**src/rtl/keypad_decoder.sv**
```systemverilog
// keypad_decoder: debounces a 4x4 keypad scanned by a one-hot column sweep.
// Emits a 4-bit key code with single-cycle press/release strobes and holds
// the sweep frozen while a key is being qualified or held down.
module keypad_decoder #(
    parameter int DEBOUNCE_CYCLES = 4,
    parameter int RELEASE_CYCLES  = 4,
    parameter int CNT_W           = 8
) (
    input  logic       clk,
    input  logic       rst,
    input  logic [3:0] col,
    input  logic [3:0] row,
    output logic       key_hold,
    output logic [3:0] key_code,
    output logic       key_valid,
    output logic       key_release,
    output logic       key_down
);

    typedef enum logic [1:0] {
        IDLE        = 2'd0,
        DEBOUNCE    = 2'd1,
        PRESSED     = 2'd2,
        RELEASE_DEB = 2'd3
    } state_t;

    localparam logic [CNT_W-1:0] CNT_ZERO = {CNT_W{1'b0}};
    localparam logic [CNT_W-1:0] CNT_ONE  = {{(CNT_W-1){1'b0}}, 1'b1};
    localparam logic [CNT_W-1:0] CNT_MAX  = {CNT_W{1'b1}};
    localparam logic [CNT_W-1:0] DEB_TERM = CNT_W'(DEBOUNCE_CYCLES);
    localparam logic [CNT_W-1:0] REL_TERM = CNT_W'(RELEASE_CYCLES);

    // True when exactly one of the four lines is active.
    function automatic logic is_onehot4(input logic [3:0] v);
        logic r;
        case (v)
            4'b1000, 4'b0100, 4'b0010, 4'b0001: r = 1'b1;
            default:                            r = 1'b0;
        endcase
        return r;
    endfunction

    // Line index with the MSB as index 0.
    function automatic logic [1:0] onehot_idx(input logic [3:0] v);
        logic [1:0] r;
        case (v)
            4'b1000: r = 2'd0;
            4'b0100: r = 2'd1;
            4'b0010: r = 2'd2;
            4'b0001: r = 2'd3;
            default: r = 2'd0;
        endcase
        return r;
    endfunction

    // Key code from a captured {row, col} pair: row_idx*4 + col_idx.
    function automatic logic [3:0] code_of(input logic [7:0] pat);
        return {onehot_idx(pat[7:4]), onehot_idx(pat[3:0])};
    endfunction

    state_t           state_q, state_d;
    logic [CNT_W-1:0] cnt_q, cnt_d;
    logic [7:0]       cap_q, cap_d;
    logic [3:0]       key_code_q, key_code_d;
    logic             key_valid_q, key_valid_d;
    logic             key_release_q, key_release_d;
    logic             key_down_q, key_down_d;

    logic             sample_valid_s;
    logic             sample_match_s;
    logic             row_zero_s;
    logic [CNT_W-1:0] cnt_inc_s;

    // Sample qualification and saturating counter increment.
    always_comb begin
        sample_valid_s = is_onehot4(row) & is_onehot4(col);
        sample_match_s = ({row, col} == cap_q);
        row_zero_s     = (row == 4'b0000);
        if (cnt_q == CNT_MAX) begin
            cnt_inc_s = cnt_q;
        end else begin
            cnt_inc_s = cnt_q + CNT_ONE;
        end
    end

    // Freeze the sweep as soon as a valid key is seen and while one is active.
    always_comb begin
        key_hold = 1'b0;
        if (rst) begin
            key_hold = 1'b0;
        end else if (state_q != IDLE) begin
            key_hold = 1'b1;
        end else begin
            key_hold = sample_valid_s;
        end
    end

    // Next-state, counter, capture and strobe logic.
    always_comb begin
        state_d       = state_q;
        cnt_d         = cnt_q;
        cap_d         = cap_q;
        key_code_d    = key_code_q;
        key_valid_d   = 1'b0;
        key_release_d = 1'b0;
        case (state_q)
            IDLE: begin
                if (sample_valid_s) begin
                    cap_d = {row, col};
                    if (DEB_TERM == CNT_ONE) begin
                        state_d     = PRESSED;
                        cnt_d       = CNT_ZERO;
                        key_valid_d = 1'b1;
                        key_code_d  = code_of({row, col});
                    end else begin
                        state_d = DEBOUNCE;
                        cnt_d   = CNT_ONE;
                    end
                end else begin
                    cnt_d = CNT_ZERO;
                end
            end
            DEBOUNCE: begin
                if (sample_match_s) begin
                    if (cnt_inc_s == DEB_TERM) begin
                        state_d     = PRESSED;
                        cnt_d       = CNT_ZERO;
                        key_valid_d = 1'b1;
                        key_code_d  = code_of(cap_q);
                    end else begin
                        cnt_d = cnt_inc_s;
                    end
                end else begin
                    state_d = IDLE;
                    cnt_d   = CNT_ZERO;
                end
            end
            PRESSED: begin
                if (row_zero_s) begin
                    if (REL_TERM == CNT_ONE) begin
                        state_d       = IDLE;
                        cnt_d         = CNT_ZERO;
                        key_release_d = 1'b1;
                    end else begin
                        state_d = RELEASE_DEB;
                        cnt_d   = CNT_ONE;
                    end
                end else begin
                    state_d = PRESSED;
                end
            end
            RELEASE_DEB: begin
                if (row_zero_s) begin
                    if (cnt_inc_s == REL_TERM) begin
                        state_d       = IDLE;
                        cnt_d         = CNT_ZERO;
                        key_release_d = 1'b1;
                    end else begin
                        cnt_d = cnt_inc_s;
                    end
                end else begin
                    state_d = PRESSED;
                    cnt_d   = CNT_ZERO;
                end
            end
            default: begin
                state_d = IDLE;
                cnt_d   = CNT_ZERO;
            end
        endcase
        key_down_d = (state_d == PRESSED) || (state_d == RELEASE_DEB);
    end

    // State and output registers with synchronous reset.
    always_ff @(posedge clk) begin
        if (rst) begin
            state_q       <= IDLE;
            cnt_q         <= CNT_ZERO;
            cap_q         <= 8'h00;
            key_code_q    <= 4'h0;
            key_valid_q   <= 1'b0;
            key_release_q <= 1'b0;
            key_down_q    <= 1'b0;
        end else begin
            state_q       <= state_d;
            cnt_q         <= cnt_d;
            cap_q         <= cap_d;
            key_code_q    <= key_code_d;
            key_valid_q   <= key_valid_d;
            key_release_q <= key_release_d;
            key_down_q    <= key_down_d;
        end
    end

    assign key_code    = key_code_q;
    assign key_valid   = key_valid_q;
    assign key_release = key_release_q;
    assign key_down    = key_down_q;

endmodule

```
**config.mk**
```make
export PLATFORM = sky130hd
export DESIGN_NAME = keypad_decoder
export DESIGN_NICKNAME = d
export VERILOG_FILES = /design/src/rtl/keypad_decoder.sv
export SDC_FILE = /design/constraint.sdc
export NUM_CORES = 1
export LEC_CHECK = 0
export ABC_AREA = 1
export BUFFER_PORTS_ARGS = -buffer_cell sky130_fd_sc_hd__buf_2
export CAP_MARGIN = 25
export CORE_ASPECT_RATIO = 1.4
export CORE_MARGIN = 2
export CORE_UTILIZATION = 55
export CTS_BUF_LIST = sky130_fd_sc_hd__clkbuf_16
export CTS_CLUSTER_SIZE = 28
export DETAILED_ROUTE_END_ITERATION = 8
export GPL_TIMING_DRIVEN = 0
export HOLD_SLACK_MARGIN = 0.06
export PLACE_DENSITY_LB_ADDON = 0.3
export SYNTH_ARGS = -nofsm -noshare
export SYNTH_HDL_FRONTEND = slang
export SYNTH_SLANG_ARGS = --single-unit
```
**constraint.sdc**
```tcl
create_clock -name clk -period 3.25 [get_ports clk]
set_clock_uncertainty 0.05 [all_clocks]
set_input_delay 0.65 -clock clk [delete_from_list [all_inputs] [get_ports clk]]
set_output_delay 0.65 -clock clk [all_outputs]
set_load 0.02 [all_outputs]
```
==> flow_summary_export.csv <==
group,metric,value,unit
outcome,outcome,"finished clean",
timing,finalSetupViolations,0,
critical_path,critPathMaxFanout,4,
critical_path,cpMostUsedCell,"sky130_fd_sc_hd__nand2_1",
clock_tree,hold_buffers,0,
grt,pin_count_of_the_biggest_net_entering_global_routing,14,
clock_tree,htreeDepth,1,
timing,slew_viol_final,0,
die,core_area,2820,sq um
synthesis,synth-edff-count,0,
critical_path,worst_r2r_path_depth,12,
pwr,power.share.combinational,0.181,
grt,grt_first_pass_wirelength,6140,um
placement,numPlacedInstances,311,
timing,setup_ws,0.969,ns
route,wire_per_inst,11.1,um
critical_path,timing_worst_setup_path_type,"input port to primary output",
critical_path,cp_slowest_cell,"sky130_fd_sc_hd__buf_2",
route,dr.pass1.iters,4,
pwr,switching_share,0.282,
clock_tree,worst_skew_pair.late_latency,0.26,ns
clock_tree,tritoncts_num_sinks,25,
pwr,power.net_switching,209,uW
synthesis,synth.yosys.seq_area_share,0.313,
timing,fmax,0.438,GHz
route,routed_wirelength,3500,um
clock_tree,cts.clk_slew.worst_paths,0.06,ns
die,top_level_ports,18,
pwr,internal-power,531,uW
pwr,leakage,0.850,nW
pwr,share_clk_of_total_power,0.361,
grt,antenna_found_initial,0,
synthesis,postSynthCellCount,257,
timing,grt_setup_unrepaired,"false",
critical_path,worstPathRequired,2.55,ns
synthesis,post-synth-top-count-cell,"sky130_fd_sc_hd__nand2_1",
final_layout,areaGrowthSynthToFinish,13.1,%
synthesis,synth_top_area_share,0.313,
critical_path,crit_chain,"buf_2 -> inv_1 -> nand2_1 -> nor2_1 -> o21ai_0 -> nand2_1 -> nand2_1 -> nand2_1 -> nand2_1 -> inv_1 -> buf_2",
critical_path,setup.worst_path.end_class,"primary output",
die,rows,23,
route,drt_iter0_drc,21,
synthesis,yosys-top-cells-count,"69 x sky130_fd_sc_hd__nand2_1, 38 x sky130_fd_sc_hd__inv_1, 28 x sky130_fd_sc_hd__nor2_1, 25 x sky130_fd_sc_hd__dfxtp_1, 20 x sky130_fd_sc_hd__o21ai_0",
critical_path,timing.critical_path.slowest_cell_delay,0.15,ns
placement,last_weighted_congestion_value_of_the_routability_driven_placer,0.816,
final_layout,layout-drive-gt1-share,0.155,
timing,worstMarginPinSlew,0.411,ns
final_layout,filler_cell_count,287,
placement,dpl-instance-area,1730,sq um
route,drt_drc_violations_left,0,
clock_tree,cts_max_path_buffers,2,
synthesis,synthesis.nets,268,
route,postRouteAntennaNets,0,
placement,placement.setup.worst_slack,0.967,ns
placement,hpwlAfterDp,2830,um
die,dieArea,3360,sq um
synthesis,ys_seq_elements,25,
critical_path,worst-endpoint-arrival,1.58,ns
flow_run,drv_cap,0,
timing,timing.setup.tns,0,ns
route,route.vias.total,1626,
final_layout,final_cells,315,
final_layout,final_nets,290,
synthesis,synthDistinctLibCells,27,
timing,slew_headroom,0.726,
synthesis,synthFlopType,"sky130_fd_sc_hd__dfxtp_1",
critical_path,cp-start-kind,"input port",
hold_path,min_path_type,"register to register",
die,die_y,67.8,um
grt,grtUsageTotal,0.236,
clock_tree,tritoncts.num_buffers,3,
synthesis,yosys.area.top_type,"sky130_fd_sc_hd__dfxtp_1",
grt,grt_overflow,0,
synthesis,async_flop_share,0,
pwr,power_dens_cells,409,nW/um^2
placement,io_buffers,17,
die,die-width,49.6,um
die,initial_utilization,0.567,
clock_tree,cts_setup_buffers,0,
synthesis,synth_area,1600,sq um
clock_tree,cts.root.buffer_cell,"sky130_fd_sc_hd__clkbuf_16",
synthesis,yosys-top-cells-area,"sky130_fd_sc_hd__dfxtp_1 31%, sky130_fd_sc_hd__nand2_1 16%, sky130_fd_sc_hd__inv_1 8.9%",
synthesis,count_of_yosys_warnings_during_synthesis,0,
timing,finalHoldViolCount,0,
clock_tree,cts_tree,"yes",
clock_tree,post_cts_resized,0,
hold_path,min_path_cells,2,
synthesis,postSynthAreaPerCell,6.22,sq um
grt,grt_pass1_vias,1548,
timing,finalCriticalPeriod,2.28,ns
pwr,power_frac_seq,0.458,
pwr,design_power_total,740,uW
timing,period_share,0.702,
final_layout,stdcell_area,1810,sq um
final_layout,n_antenna_cell,0,
pwr,max_rail_drop_vdd,0.337,mV
route,vias_per_cell,5.16,
==> worst max-delay path, delay by kind of cell <==
kind | cells | cell delay (ns)
AND/OR/NAND/NOR | 6 | 0.47
buffers and inverters | 4 | 0.40
AO/OA/AOI/OAI | 1 | 0.08
==> cell families after synthesis <==
kind of cell,after synthesis,synth area share
adders and majority gates,1,0.00782
DFF,25,0.313
AOI/OAI and AO/OA,44,0.149
buffers and inverters,44,0.105
and+or+nand+nor,141,0.415
xor gates and xnor gates,2,0.0110
==> cell type report <==
| class | instances | area (sq um) | share of cell area |
|---|---|---|---|
| tap | 37 | 46.3 | 0.0256 |
| clock inverter | 1 | 3.75 | 0.00207 |
| buffer | 3 | 13.8 | 0.00761 |
| clock buffer | 3 | 75.1 | 0.0415 |
| multi-input combinational | 188 | 931 | 0.515 |
| inverter | 41 | 154 | 0.0851 |
| timing repair buffer | 17 | 85.1 | 0.0470 |
| sequential | 25 | 500 | 0.277 |
==> sequential cells by signal, indices dropped and copies added, names as in the netlist <==
register and count:
cap_q 8, cnt_q 8, key_code 4, state_q 2, key_down 1, key_release 1, key_valid 1
==> metal layers <==
layer,share of wire,vias to the layer above,GRT usage
met5,0,-,0
met4,0.021,0,0.101
met3,0.024,7,0.0243
met2,0.55,19,0.488
met1,0.40,730,0.233
li1,-,870,-
==> path summary, 6_finish.rpt <==
path | startpoint | to | slack (ns)
setup / recovery | col[3] | key_hold | 0.97
hold / removal | key_code[3] | key_code[3] | 0.44
setup reg to reg | cnt_q[0] | key_code[2] | 1.38
hold reg to reg | key_code[3] | key_code[3] | 0.44
==> layout by cell type (no fill, tap or decap) <==
cell and n:
sky130_fd_sc_hd__a211oi_1 2, sky130_fd_sc_hd__a21oi_1 16, sky130_fd_sc_hd__and2_1 1, sky130_fd_sc_hd__buf_2 19, sky130_fd_sc_hd__clkbuf_1 1, sky130_fd_sc_hd__clkbuf_16 3, sky130_fd_sc_hd__dfxtp_1 25, sky130_fd_sc_hd__ha_1 1
sky130_fd_sc_hd__inv_1 39, sky130_fd_sc_hd__inv_2 3, sky130_fd_sc_hd__nand2_1 69, sky130_fd_sc_hd__nand2_2 5, sky130_fd_sc_hd__nand3_1 17, sky130_fd_sc_hd__nand3_2 2, sky130_fd_sc_hd__nand4_1 6, sky130_fd_sc_hd__nand4_4 1
sky130_fd_sc_hd__nor2_1 28, sky130_fd_sc_hd__nor2_2 3, sky130_fd_sc_hd__nor2_4 5, sky130_fd_sc_hd__nor3_1 2, sky130_fd_sc_hd__nor4_1 2, sky130_fd_sc_hd__o2111ai_1 1, sky130_fd_sc_hd__o21ai_0 20, sky130_fd_sc_hd__o21ai_1 2
sky130_fd_sc_hd__o21ai_2 2, sky130_fd_sc_hd__o22ai_1 1, sky130_fd_sc_hd__xnor2_1 1, sky130_fd_sc_hd__xor2_1 1
==> stage by stage <==
step,util,hold WS [ns]
6_report,0.642,0.444
5_1_grt,0.642,0.481
4_1_cts,0.642,0.448
3_5_place_dp,0.614,0.432
3_3_place_gp,0.614,0.438
2_1_floorplan,-,0.420
==> power groups by stage <==
stage	Clock [mW]	Combinational (mW)	Sequential [mW]
floorplan	0	0.0966	0.344
global placement	0	0.131	0.345
detailed placement	0	0.134	0.346
CTS	0.274	0.134	0.339
global route	0.286	0.152	0.340
finish	0.267	0.134	0.339
Power figures use the tool's default switching activity.
